$ cat src/rtl/gcd_requester.sv
// ============================================================================
// gcd_requester : initiator for the GCD engine's serial operand-load protocol.
// Rev 1.0
// ============================================================================
`timescale 1ns/1ps
`default_nettype none

module gcd_requester #(
    parameter int W       = 16,
    parameter int TIMEOUT = 1024,
    parameter int CW      = 16
) (
    input  logic          clk,
    input  logic          rst_n,
    input  logic          req_valid,
    output logic          req_ready,
    input  logic [W-1:0]  req_a,
    input  logic [W-1:0]  req_b,
    output logic          res_valid,
    input  logic          res_ready,
    output logic [W-1:0]  res_data,
    output logic          res_timeout,
    output logic          gcd_start,
    output logic [W-1:0]  gcd_data,
    input  logic          gcd_done,
    input  logic [W-1:0]  gcd_result,
    output logic          busy,
    output logic [CW-1:0] txn_count
);

    localparam int              CNTW     = (TIMEOUT > 2) ? $clog2(TIMEOUT) : 1;
    localparam logic [CNTW-1:0] CNT_LAST = CNTW'(TIMEOUT - 1);
    localparam logic [CNTW-1:0] CNT_ONE  = CNTW'(1);
    localparam logic [CW-1:0]   TXN_ONE  = CW'(1);

    localparam logic [2:0] S_IDLE   = 3'd0;
    localparam logic [2:0] S_LOAD_A = 3'd1;
    localparam logic [2:0] S_LOAD_B = 3'd2;
    localparam logic [2:0] S_WAIT   = 3'd3;
    localparam logic [2:0] S_RESP   = 3'd4;

    logic [2:0]      state_q, state_d;
    logic [W-1:0]    a_q, a_d;
    logic [W-1:0]    b_q, b_d;
    logic [CNTW-1:0] cnt_q, cnt_d;
    logic            done_q;
    logic [W-1:0]    res_data_q, res_data_d;
    logic            res_to_q, res_to_d;
    logic [CW-1:0]   txn_q, txn_d;
    logic            w_done_rise;

    // Only a fresh 0->1 transition counts, so a done level left over from a
    // previous operation is never mistaken for completion.
    assign w_done_rise = gcd_done && !done_q;

    always_comb begin
        state_d    = state_q;
        a_d        = a_q;
        b_d        = b_q;
        cnt_d      = cnt_q;
        res_data_d = res_data_q;
        res_to_d   = res_to_q;
        txn_d      = txn_q;
        case (state_q)
            S_IDLE: begin
                if (req_valid && req_ready) begin
                    a_d = req_a;
                    b_d = req_b;
                    // gcd(0,x)=x and gcd(0,0)=0, so the engine is bypassed
                    if ((req_a == '0) || (req_b == '0)) begin
                        res_data_d = req_a | req_b;
                        res_to_d   = 1'b0;
                        state_d    = S_RESP;
                    end else begin
                        state_d = S_LOAD_A;
                    end
                end
            end
            S_LOAD_A: state_d = S_LOAD_B;
            S_LOAD_B: begin
                cnt_d   = '0;
                state_d = S_WAIT;
            end
            S_WAIT: begin
                cnt_d = cnt_q + CNT_ONE;
                if (w_done_rise) begin
                    res_data_d = gcd_result;
                    res_to_d   = 1'b0;
                    state_d    = S_RESP;
                end else if (cnt_q == CNT_LAST) begin
                    res_data_d = '0;
                    res_to_d   = 1'b1;
                    state_d    = S_RESP;
                end
            end
            S_RESP: begin
                if (res_ready) begin
                    txn_d   = txn_q + TXN_ONE;
                    state_d = S_IDLE;
                end
            end
            default: state_d = S_IDLE;
        endcase
    end

    always_ff @(posedge clk or negedge rst_n) begin
        if (!rst_n) begin
            state_q    <= S_IDLE;
            a_q        <= '0;
            b_q        <= '0;
            cnt_q      <= '0;
            done_q     <= 1'b0;
            res_data_q <= '0;
            res_to_q   <= 1'b0;
            txn_q      <= '0;
        end else begin
            state_q    <= state_d;
            a_q        <= a_d;
            b_q        <= b_d;
            cnt_q      <= cnt_d;
            done_q     <= gcd_done;
            res_data_q <= res_data_d;
            res_to_q   <= res_to_d;
            txn_q      <= txn_d;
        end
    end

    assign req_ready   = (state_q == S_IDLE);
    assign res_valid   = (state_q == S_RESP);
    assign gcd_start   = (state_q == S_LOAD_A);
    assign busy        = (state_q != S_IDLE);
    assign gcd_data    = (state_q == S_LOAD_A) ? a_q :
                         ((state_q == S_LOAD_B) || (state_q == S_WAIT)) ? b_q : '0;
    assign res_data    = res_data_q;
    assign res_timeout = res_to_q;
    assign txn_count   = txn_q;

endmodule

`default_nettype wire

$ cat config.mk
export PLATFORM = sky130hd
export DESIGN_NAME = gcd_requester
export DESIGN_NICKNAME = d
export VERILOG_FILES = /design/src/rtl/gcd_requester.sv
export SDC_FILE = /design/constraint.sdc
export NUM_CORES = 1
export LEC_CHECK = 0
export BUFFER_PORTS_ARGS = -buffer_cell sky130_fd_sc_hd__buf_4
export CAP_MARGIN = 20
export CORE_MARGIN = 1.5
export CORE_UTILIZATION = 55
export DETAILED_ROUTE_END_ITERATION = 10
export PLACE_DENSITY = 0.83
export SYNTH_ARGS = -nofsm -noshare
export SYNTH_HDL_FRONTEND = slang
export SYNTH_SLANG_ARGS = --single-unit
$ cat constraint.sdc
create_clock -name clk -period 3.3 [get_ports clk]
set_clock_uncertainty 0.05 [all_clocks]
set_input_delay 0.66 -clock clk [delete_from_list [all_inputs] [get_ports clk]]
set_output_delay 0.66 -clock clk [all_outputs]
set_load 0.03 [all_outputs]
# --- Word level (Yosys, flattened, before mapping) ---
# Cells that the tools add are included.
classes:
  n_addsub: 2
  eq_ne: 9
  n_mux: 19
  n_bitwise: 1
  n_reduce_logical: 15
op_table:
  columns: ["operator", "count"]
  rows:
  - ["$mux 16", 6]
  - ["$logic_not 16->1", 2]
  - ["$pmux 16 s2", 1]
  - ["$pmux 10 s2", 1]
  - ["$add 16x1->16 const B", 1]
  - ["$or 16x16->16", 1]
  - ["$mux 3", 5]
  - ["$pmux 3 s5", 1]
  - ["$add 10x1->10 const B", 1]
  - ["$eq 10x10->1 const B", 1]
  - ["$eq 3x2->1 const B", 2]
  - ["$ne 2x1->1 const B", 3]
  - ["$mux 1", 4]
  - ["$reduce_and 2->1", 2]
  - ["$reduce_and 4->1", 1]
  - ["$reduce_bool 2->1", 2]
  - ["$eq 3x1->1 const B", 1]
  - ["$eq 3x3->1 const B", 1]
  - ["$logic_not 3->1", 1]
  - ["$ne 3x3->1 const B", 1]
  - ["$reduce_and 3->1", 1]
  - ["$reduce_bool 3->1", 1]
  - ["$logic_and 1x1->1", 2]
  - ["$logic_or 1x1->1", 2]
  - ["2 further kinds", 2]
word_totals:
  register_bits: 79
  inputBits: 53

# --- Longest topological paths before layout ---
# Gate-level depths: netlist (run 1).
logic_depth:
  ltp_word: 5
  ltp_mapped: 8
  ltp_nobuf: 6

# --- Least setup slack after synthesis (run 1) ---
# OpenSTA, ideal clock, no wires.
synth_path:
  kind: "register to output"
  start: "register state_q[0]"
  end: "output port gcd_data[10]"
  arrival_time_ps: 1946
  slack_ps: 644
  stages_incl_launch_ff: 5
  path_cell_list: "dfrtp_1 > inv_1 > nor3_1 > clkbuf_1 > a22o_1"
synth_between:
  word_cells_on_any_way: 6
synth_rtl:
  columns: ["item", "line", "source"]
  rows:
  - ["start, declared", "42", "logic [2:0] state_q, state_d;"]
  - ["start signal, assigned", "117", "state_q <= state_d;"]
  - ["$eq 3x1->1", null, null]
  - ["net gcd_start", "23", "output logic gcd_start,"]
  - ["$mux 16", "132", "assign gcd_data = (state_q == S_LOAD_A) ? a_q :"]
  - ["end, declared", "24", "output logic [W-1:0] gcd_data,"]
# The timed path passes the listed nets, and every way through them passes these cells.

# --- Worst setup path after layout (run 1) ---
layout_path:
  start: "register state_q[0]"
  end: "output port gcd_data[0]"
layout_between:
  elab_chain_len: 4
  word_cells_on_any_way: 6
layout_rtl:
  columns: ["item", "line", "source"]
  rows:
  - ["$eq 3x2->1", "133", "((state_q == S_LOAD_B) || (state_q == S_WAIT)) ? b_q : '0;"]
  - ["$logic_or 1x1->1", "133", null]
  - ["$mux 16", "133", null]
  - ["$mux 16 (*)", "132", null]
# Mark *: on every way between the ends. The rest lies on a longest branch, timed or not.

==> flow_summary_export.csv, run 1 <==
group,metric,value,unit
finish,seqCellArea,1980,um2
yosys,ys_top_cells_by_area,"sky130_fd_sc_hd__dfrtp_1, sky130_fd_sc_hd__mux2_2, sky130_fd_sc_hd__a22o_1, sky130_fd_sc_hd__mux2_4, sky130_fd_sc_hd__nand3_1",
min_path,worst_hold_startpoint,"gcd_done",
finish,drive_above_1_share,42.5,%
place,placement.io_buffers,105,
yosys,yosysSeqAreaShare,52.2,%
drt,route.detailed.vias_per_inst,5.86,
sta,max_slew.worst_pin.slew,0.978,ns
clock_tree,cts-buffers-inserted,9,
yosys,yosys-top-cells-count,"sky130_fd_sc_hd__dfrtp_1, sky130_fd_sc_hd__mux2_2, sky130_fd_sc_hd__nand3_1, sky130_fd_sc_hd__nor2_1",
clock_tree,cts_htree_levels,3,
outcome,run_status,"completed",
die,io-pin-count,106,
worst_setup_path,regToRegEndpoint,"res_data[6]$_DFFE_PN0P_",
yosys,synth.distinct_cells,44,
power_and_ir_drop,power_leakage,2.27,nW
yosys,synthXorXnorAreaFrac,3.47,%
finish,area_growth_syn_to_layout,28.0,%
yosys,post_synth_mux_area_share,16.2,%
yosys,number_of_synthesized_flops_with_an_enable_pin,0,
yosys,postSynthNetCount,377,
sta,setup_viol,0,
grt,track_usage,26.0,%
worst_setup_path,criticalPathCategory,"reg2out",
die,fp.coreArea,6720,um2
finish,diodes,0,
drt,drt_pass1_iterations,4,
sta,tns_setup,0,ns
power_and_ir_drop,worst_ir_drop_vdd,0.000585,V
yosys,dominant_combinational_cell_family_by_area_after_synthesis,"multiplexers",
drt,ant_nets,0,
worst_setup_path,launch_point_of_the_worst_reg_to_reg_path,"state_q[0]$_DFFE_PN0P_",
grt,overflow,0,
finish,multi_input_comb_area,1710,um2
die,die_x,86.0,um
yosys,post_synthesis_compound_gate_area_fraction,11.6,%
worst_setup_path,setup.worst_path.start_class,"register",
worst_setup_path,regToRegSetupSlack,0.80,ns
grt,grt_antenna_before_repair,0,
yosys,synth.ff_latch_count,79,
finish,final_nets,478,
power_and_ir_drop,power.share.clock,17.1,%
drt,routed_wirelength,9010,um
run,cap_viol_max_count,0,
place,gp_routability_congestion,0.821,
die,std_cell_rows,30,
grt,first_global_vias,3037,
grt,wire_length_of_the_first_global_routing_pass,15000,um
clock_tree,cts_hold_repair.buffers,0,
worst_setup_path,timing.critical_path.fanout_max,17,
sta,timing.slew.headroom,34.8,%
drt,average_wire_length_per_cell_after_detail_routing,17.7,um
grt,largest_net_degree_at_the_start_of_global_routing,80,
min_path,class_of_the_worst_hold_path,"in2reg",
place,placed_cell_area,4620,um2
drt,iter_0_drt_violations,155,
power_and_ir_drop,total_switching_power,1.86,mW
yosys,ys.warnings.count,0,
worst_setup_path,worstPathRequired,2.59,ns
worst_setup_path,worst-endpoint-arrival,2.08,ns
clock_tree,cts_buffer_depth,2,
yosys,yosysTopAreaCellShare,52.2,%
power_and_ir_drop,cell_internal_pwr,2.80,mW
clock_tree,clock_latency,0.35,ns
min_path,hold-path-cell-count,1,
clock_tree,root_buffer,"sky130_fd_sc_hd__clkbuf_8",
yosys,synth_top_cell_by_area,"sky130_fd_sc_hd__dfrtp_1",
sta,unrepaired_setup_endpoints_after_global_routing,"false",
clock_tree,clock_tree_from_tritoncts,"yes",
clock_tree,post-cts-setup-buffer-count,0,
clock_tree,post_cts_resize_count,0,
clock_tree,cts.sinks,79,
die,initial_core_util,56.3,%
yosys,post_synth_instance_area,3780,um2
place,dp.final_hpwl,6420,um
worst_setup_path,reg2reg_depth,5,
worst_setup_path,crit_start,"state_q[0]$_DFFE_PN0P_",
yosys,synth_area_per_inst,11.8,um2
die,die-area,7390,um2
power_and_ir_drop,power.share.switching,40.0,%
yosys,async_flop_share,100,%
yosys,post-synth-top-count-cell,"sky130_fd_sc_hd__dfrtp_1",
worst_setup_path,worst_setup_path_end_kind,"primary output",
power_and_ir_drop,power_density,961,nW/um2
drt,drc_errors,0,
drt,dr_total_vias,2979,
clock_tree,clk_pin_slew,0.08,ns
sta,max_freq,359,MHz
finish,layout.filler_cells,479,
yosys,synth-simple-area-share,13.0,%
yosys,syn_inst,322,
min_path,whs_endpoint,"done_q$_DFF_PN0_",
power_and_ir_drop,seqPwrFrac,34.0,%
sta,post-route-period-util,84.4,%
sta,final.min_clock_period,2.79,ns
sta,finalHoldViolations,0,
power_and_ir_drop,power_frac_comb,48.9,%
die,dieHeight,86.0,um
finish,design_area,4850,um2
yosys,synthAdderAreaFrac,0.661,%
yosys,synthFlopType,"sky130_fd_sc_hd__dfrtp_1",
sta,finalMaxSlewViolations,0,
stage by stage:
step	util [%]	instances	worst slack [ns]	power (mW)	hold slack (ns)
final	72.1	508	0.513	4.66	0.383
after global placement	68.6	491	0.807	3.79	0.411
after detailed placement	68.8	492	0.758	3.87	0.413
after floorplan	-	322	0.644	3.12	0.314
after CTS	72.1	508	0.514	4.68	0.371
after global routing	72.1	508	0.374	4.89	0.375
flip-flops by register name, indices dropped and copies added, names as in the netlist:
register and count:
done_q 1, res_data 16, a_q 16, res_timeout 1, b_q 16, cnt_q 10, txn_count 16, state_q 3
worst max path at each step:
stage          slack (ns)                 endpoint
2_1_floorplan        0.64             gcd_data[10]
3_3_place_gp         0.81  res_data[8]$_DFFE_PN0P_
5_1_grt              0.37              gcd_data[0]
4_1_cts              0.51              gcd_data[0]
3_5_place_dp         0.76  res_data[8]$_DFFE_PN0P_
6_report             0.51              gcd_data[0]
critical path: stages (launching register included):
cell,delay [ns]
sky130_fd_sc_hd__dfrtp_1,0.61
sky130_fd_sc_hd__inv_1,0.28
sky130_fd_sc_hd__nor3_2,0.20
sky130_fd_sc_hd__buf_4,0.27
sky130_fd_sc_hd__a22o_1,0.21
sky130_fd_sc_hd__buf_4,0.17
routing by layer:
metal / track usage, % / up-vias / share of wire [%]
li1: - / 1369 / -
met1: 32.6 / 1499 / 41
met2: 44.5 / 100 / 51
met3: 6.16 / 11 / 7.2
met4: 9.09 / 0 / 1.2
met5: 0 / - / 0
cell type report:
type                    count  share of cell area (%)
flip-flops and latches     79                    40.8
well taps                  80                    2.07
clock buffers              11                    2.92
inverters                   5                   0.387
repair buffers            109                    17.0
multi-input cells         219                    35.2
clock inverters             5                    1.68
kinds of logic (layout without fill, tap and decap cells):
| family | Yosys count | count (layout) |
|---|---|---|
| mux | 52 | 52 |
| simple gates | 92 | 92 |
| fa+ha+maj | 2 | 2 |
| buf+inv | 24 | 130 |
| flops | 79 | 79 |
| xor+xnor | 15 | 15 |
| compound gates | 58 | 58 |
power by group through the flow:
stage | registers, mW | logic [mW] | clock network [mW]
global placement | 1.57 | 2.22 | 0
detailed placement | 1.60 | 2.27 | 0
floorplan | 1.75 | 1.37 | 0
finish | 1.58 | 2.28 | 0.797
CTS | 1.58 | 2.29 | 0.808
global route | 1.63 | 2.42 | 0.845
layout by cell type, fill, tap and decap left out, drive strengths merged, types with 8 or more instances in the layout:
| cell | netlist | layout |
|---|---|---|
| xnor2 | 10 | 10 |
| nor2 | 23 | 23 |
| nand2 | 14 | 14 |
| clkbuf | 12 | 11 |
| mux2 | 50 | 50 |
| nor4 | 8 | 8 |
| dfrtp | 79 | 79 |
| buf | 7 | 109 |
| a22o | 21 | 21 |
| nand3 | 24 | 24 |
| o21ai | 21 | 21 |
Note: power is estimated with default switching activity, not from simulation.
==> run 2: changes to the inputs <==
Settings changed: CORE_UTILIZATION 55 to 47, PLACE_DENSITY 0.83 to 0.75.
Clock period 3.3 ns to 2.35 ns, I/O delays scaled along.
==> run 2 against run 1 <==
Against the previous run:
- non-clock buffer count rose by 11
- flip-flop and latch count did not move
- register-to-register slack got worse by 0.60 ns
- sequential power rose by 41%
- die area rose by 16%
- wire length rose by 2.9%
- worst hold slack got worse by 0.38 ns
- combinational power rose by 49%
- total power rose by 40%
- largest cell class unchanged
- sequential share of layout area fell by 0.94 points
==> flow_summary_export.csv, run 2 (synthesis gave the netlist of run 1 again) <==
group,metric,value,unit
outcome,run_status,"completed",
die,die-area,8600,um2
power_and_ir_drop,power_density,1310,nW/um2
clock_tree,clock_latency,0.35,ns
drt,drt_pass1_iterations,4,
sta,max_slew.worst_pin.slew,0.680,ns
grt,first_global_vias,3055,
finish,drive_above_1_share,44.4,%
run,cap_viol_max_count,0,
grt,wire_length_of_the_first_global_routing_pass,15100,um
clock_tree,root_buffer,"sky130_fd_sc_hd__clkbuf_8",
place,placed_cell_area,4710,um2
sta,finalHoldViolations,0,
worst_setup_path,worst_setup_path_end_kind,"primary output",
finish,design_area,4960,um2
clock_tree,cts.sinks,79,
sta,tns_setup,0,ns
min_path,class_of_the_worst_hold_path,"in2async",
drt,route.detailed.vias_per_inst,5.52,
clock_tree,cts-buffers-inserted,9,
grt,overflow,0,
power_and_ir_drop,worst_ir_drop_vdd,0.000840,V
finish,post-route-util,63.9,%
die,io-pin-count,106,
finish,diodes,0,
clock_tree,cts_htree_levels,3,
place,placement.io_buffers,105,
worst_setup_path,setup.worst_path.start_class,"register",
finish,final_cells,541,
drt,average_wire_length_per_cell_after_detail_routing,17.1,um
clock_tree,clock_tree_from_tritoncts,"yes",
die,dieHeight,92.7,um
power_and_ir_drop,power_leakage,2.31,nW
sta,post-route-period-util,96.7,%
die,die_x,92.7,um
drt,ant_nets,0,
drt,routed_wirelength,9270,um
grt,track_usage,22.7,%
die,std_cell_rows,32,
die,initial_core_util,48.7,%
die,fp.coreArea,7770,um2
worst_setup_path,criticalPathCategory,"reg2out",
sta,timing.slew.headroom,54.6,%
worst_setup_path,worstPathRequired,1.83,ns
clock_tree,clk_pin_slew,0.08,ns
power_and_ir_drop,finalPower,6.52,mW
worst_setup_path,timing.critical_path.fanout_max,9,
finish,mostFrequentLayoutCell,"sky130_fd_sc_hd__buf_4",
place,dp.final_hpwl,6700,um
worst_setup_path,worst-endpoint-arrival,1.75,ns
finish,final_nets,489,
grt,largest_net_degree_at_the_start_of_global_routing,49,
drt,dr_total_vias,2985,
drt,iter_0_drt_violations,107,
place,gp_routability_congestion,0.780,
grt,grt_antenna_before_repair,0,
sta,max_freq,440,MHz
clock_tree,cts_buffer_depth,2,
sta,final.min_clock_period,2.27,ns
place,dp_cells,519,
finish,area_growth_syn_to_layout,31.0,%
finish,mostFrequentLayoutCells,"sky130_fd_sc_hd__buf_4, sky130_fd_sc_hd__dfrtp_1, sky130_fd_sc_hd__mux2_2",
sta,setup_viol,0,
sta,finalMaxSlewViolations,0,
drt,drc_errors,0,
run 2: area by class of cell:
cell class	instances	area, um2
fill	627	2810
sequential	79	1980
multi-input combinational	219	1710
timing repair buffer	120	950
clock buffer	10	128
tap	102	128
clock inverter	6	43.8
inverter	5	22.5
run 2: final timing paths:
path	startpoint	endpoint	slack, ns	cells after the start
min	rst_n	txn_count[4]$_DFFE_PN0P_	0.003	1
max reg2reg	cnt_q[0]$_DFFE_PN0N_	res_data[9]$_DFFE_PN0P_	0.20	6
max	state_q[0]$_DFFE_PN0P_	gcd_data[8]	0.08	6
min reg2reg	txn_count[15]$_DFFE_PN0P_	txn_count[15]$_DFFE_PN0P_	0.43	1
min in group clk	gcd_done	done_q$_DFF_PN0_	0.20	1
max in group asynchronous	rst_n	a_q[5]$_DFFE_PN0P_	1.65	2
run 2: critical path: stages, from the launching register on:
cell and delay [ns]:
sky130_fd_sc_hd__dfrtp_1 0.39, sky130_fd_sc_hd__buf_4 0.19, sky130_fd_sc_hd__clkinvlp_4 0.12, sky130_fd_sc_hd__nor3_4 0.19, sky130_fd_sc_hd__buf_6 0.19, sky130_fd_sc_hd__a22o_1 0.17, sky130_fd_sc_hd__buf_4 0.16
run 2: what timing repair did:
item / 4_1_cts / 5_1_grt
buffers inserted: 1 / 4
resized for setup: 4 / 1
pin swaps: 1 / 0
gates cloned: 1 / 0
endpoints found under the setup margin: 16 / 32
hold buffers: 0 / 0
run 2: power by group:
| part | switching (mW) | internal (mW) |
|---|---|---|
| clock network | 0.511 | 0.390 |
| logic | 1.82 | 1.58 |
| registers | 0.351 | 1.87 |
run 2: per-stage QoR:
step | hold WS [ns] | setup WS [ns]
6_report | 0.00314 | 0.0767
3_5_place_dp | 0.397 | -0.124
4_1_cts | 0.0148 | 0.0109
2_1_floorplan | 0.124 | 0.0382
5_1_grt | 0.0291 | -0.0124
3_3_place_gp | 0.387 | -0.0948
run 2: layer usage:
layer	global-route usage [%]	up-vias	routed length, um	part of all wire, %
met4	8.33	0	115	1.2
met5	0	-	0	0
met1	29.8	1484	3990	43
li1	-	1394	-	-
met2	36.5	94	4590	50
met3	5.34	13	569	6.1
==> run 3: changes to the inputs <==
Settings changed: RECOVER_POWER set to 100.
==> run 3 against run 2 <==
Against the previous run:
- the run now ends with capacitance limit, slew limit left
- fmax rose by 0.27%
- combinational power barely moved
- die area did not move
- clock power barely moved
- highest routed layer unchanged
==> flow_summary_export.csv, run 3 (synthesis gave the netlist of run 1 again) <==
group,metric,value,unit
grt,largest_net_degree_at_the_start_of_global_routing,49,
outcome,run_status,"finished with violations",
worst_setup_path,worst_setup_path_end_kind,"primary output",
die,std_cell_rows,32,
place,gp_routability_congestion,0.780,
drt,ant_nets,0,
drt,route.detailed.vias_per_inst,5.52,
grt,grt_antenna_before_repair,0,
die,initial_core_util,48.7,%
finish,final_cells,541,
clock_tree,root_buffer,"sky130_fd_sc_hd__clkbuf_8",
clock_tree,clock_tree_from_tritoncts,"yes",
finish,final_nets,489,
finish,layout.filler_cells,629,
drt,routed_wirelength,9290,um
place,dp_cells,519,
finish,mostFrequentLayoutCells,"sky130_fd_sc_hd__buf_4, sky130_fd_sc_hd__dfrtp_1, sky130_fd_sc_hd__mux2_2",
worst_setup_path,critical_path.cell_chain,"buf_4, clkinvlp_4, nor3_4, buf_6, a22o_1, buf_4",
die,die_x,92.7,um
sta,finalMaxSlewViolations,32,
run,cap_viol_max_count,1,
place,worst_setup_slack_after_placement,-0.124,ns
grt,overflow,0,
sta,setup_viol,0,
clock_tree,clk_pin_slew,0.08,ns
outcome,violations,"capacitance limit, slew limit",
place,dp.final_hpwl,6700,um
finish,mostFrequentLayoutCell,"sky130_fd_sc_hd__buf_4",
clock_tree,cts.sinks,79,
power_and_ir_drop,power_leakage,2.31,nW
sta,final.min_clock_period,2.27,ns
drt,average_wire_length_per_cell_after_detail_routing,17.2,um
clock_tree,cts-buffers-inserted,9,
die,fp.coreArea,7770,um2
worst_setup_path,worstPathRequired,1.83,ns
grt,track_usage,22.7,%
clock_tree,cts_htree_levels,3,
worst_setup_path,setup.worst_path.start_class,"register",
grt,wire_length_of_the_first_global_routing_pass,15100,um
sta,worst_slack,0.0828,ns
sta,finalHoldViolations,0,
power_and_ir_drop,power_density,1320,nW/um2
place,placement.io_buffers,105,
die,io-pin-count,106,
clock_tree,clock_latency,0.35,ns
die,die-area,8600,um2
worst_setup_path,timing.critical_path.slowest_cell_delay,0.38,ns
finish,area_growth_syn_to_layout,30.9,%
power_and_ir_drop,finalPower,6.52,mW
worst_setup_path,timing.critical_path.fanout_max,9,
finish,diodes,0,
min_path,class_of_the_worst_hold_path,"in2reg",
die,dieHeight,92.7,um
power_and_ir_drop,worst_ir_drop_vdd,0.000840,V
sta,tns_setup,0,ns
grt,first_global_vias,3055,
clock_tree,cts_buffer_depth,2,
drt,drt_pass1_iterations,4,
drt,iter_0_drt_violations,115,
clock_tree,cts_hold_repair.buffers,0,
worst_setup_path,cp_common_cell,"sky130_fd_sc_hd__buf_4",
sta,max_slew.worst_pin.slew,1.78,ns
worst_setup_path,crit_slowest_cell,"sky130_fd_sc_hd__dfrtp_1",
sta,max_freq,441,MHz
finish,drive_above_1_share,44.2,%
drt,drc_errors,0,
worst_setup_path,criticalPathCategory,"reg2out",
worst_setup_path,worst-endpoint-arrival,1.75,ns
sta,timing.slew.headroom,-18.5,%
drt,dr_total_vias,2989,
sta,post-route-period-util,96.5,%
## run 3: metal layers
metal	GRT usage, %	wire length (um)	vias up
li1	-	-	1394
met1	29.8	4050	1491
met2	36.5	4580	93
met3	5.34	566	11
met4	8.33	102	0
met5	0	0	-
## run 3: final timing paths
kind / from / endpoint / slack [ns] / depth (start not counted)
worst min-delay path: gcd_done / done_q$_DFF_PN0_ / 0.22 / 1
min in group asynchronous: rst_n / cnt_q[2]$_DFFE_PN0N_ / 0.54 / 1
worst min register to register: txn_count[15]$_DFFE_PN0P_ / txn_count[15]$_DFFE_PN0P_ / 0.43 / 1
worst max register to register: cnt_q[0]$_DFFE_PN0N_ / res_data[9]$_DFFE_PN0P_ / 0.20 / 6
max in group asynchronous: rst_n / cnt_q[0]$_DFFE_PN0N_ / 0.69 / 1
worst max-delay path: state_q[0]$_DFFE_PN0P_ / gcd_data[0] / 0.08 / 6
## run 3: worst max-delay path, delay by kind of cell, from the launching register on
family,cells,cell delay (ns)
AO/OA/AOI/OAI,1,0.17
buffers and inverters,4,0.66
flip-flops,1,0.38
AND/OR/NAND/NOR,1,0.19
## run 3: final cells by class
cell class                 count  area [um2]  share of cell area, %
clock inverter                 6        43.8                  0.884
inverter                       5        22.5                  0.454
sequential                    79        1980                   39.9
clock buffer                  10         128                   2.58
multi-input combinational    219        1710                   34.5
tap                          102         128                   2.58
timing repair buffer         120         946                   19.1
## run 3: where the power goes
group          switching (mW)  internal, mW
registers               0.351          1.87
logic                    1.82          1.58
clock network           0.511         0.390
total                    2.68          3.84
## run 3: stage by stage
step                      cell area [um2]  hold WS [ns]  util (%)
final                                4960         0.221      63.8
after global routing                 4960         0.200      63.8
after CTS                            4910        0.0148      63.3
after detailed placement             4710         0.397      60.7
after global placement               4700         0.387      60.5
after floorplan                      3790         0.124         -
## run 3: timing repair
| item | in CTS | in global routing |
|---|---|---|
| cloned | 1 | 0 |
| buffers inserted | 1 | 4 |
| gates resized for setup | 4 | 1 |
| setup endpoints to repair | 16 | 32 |
| pin swaps | 1 | 0 |
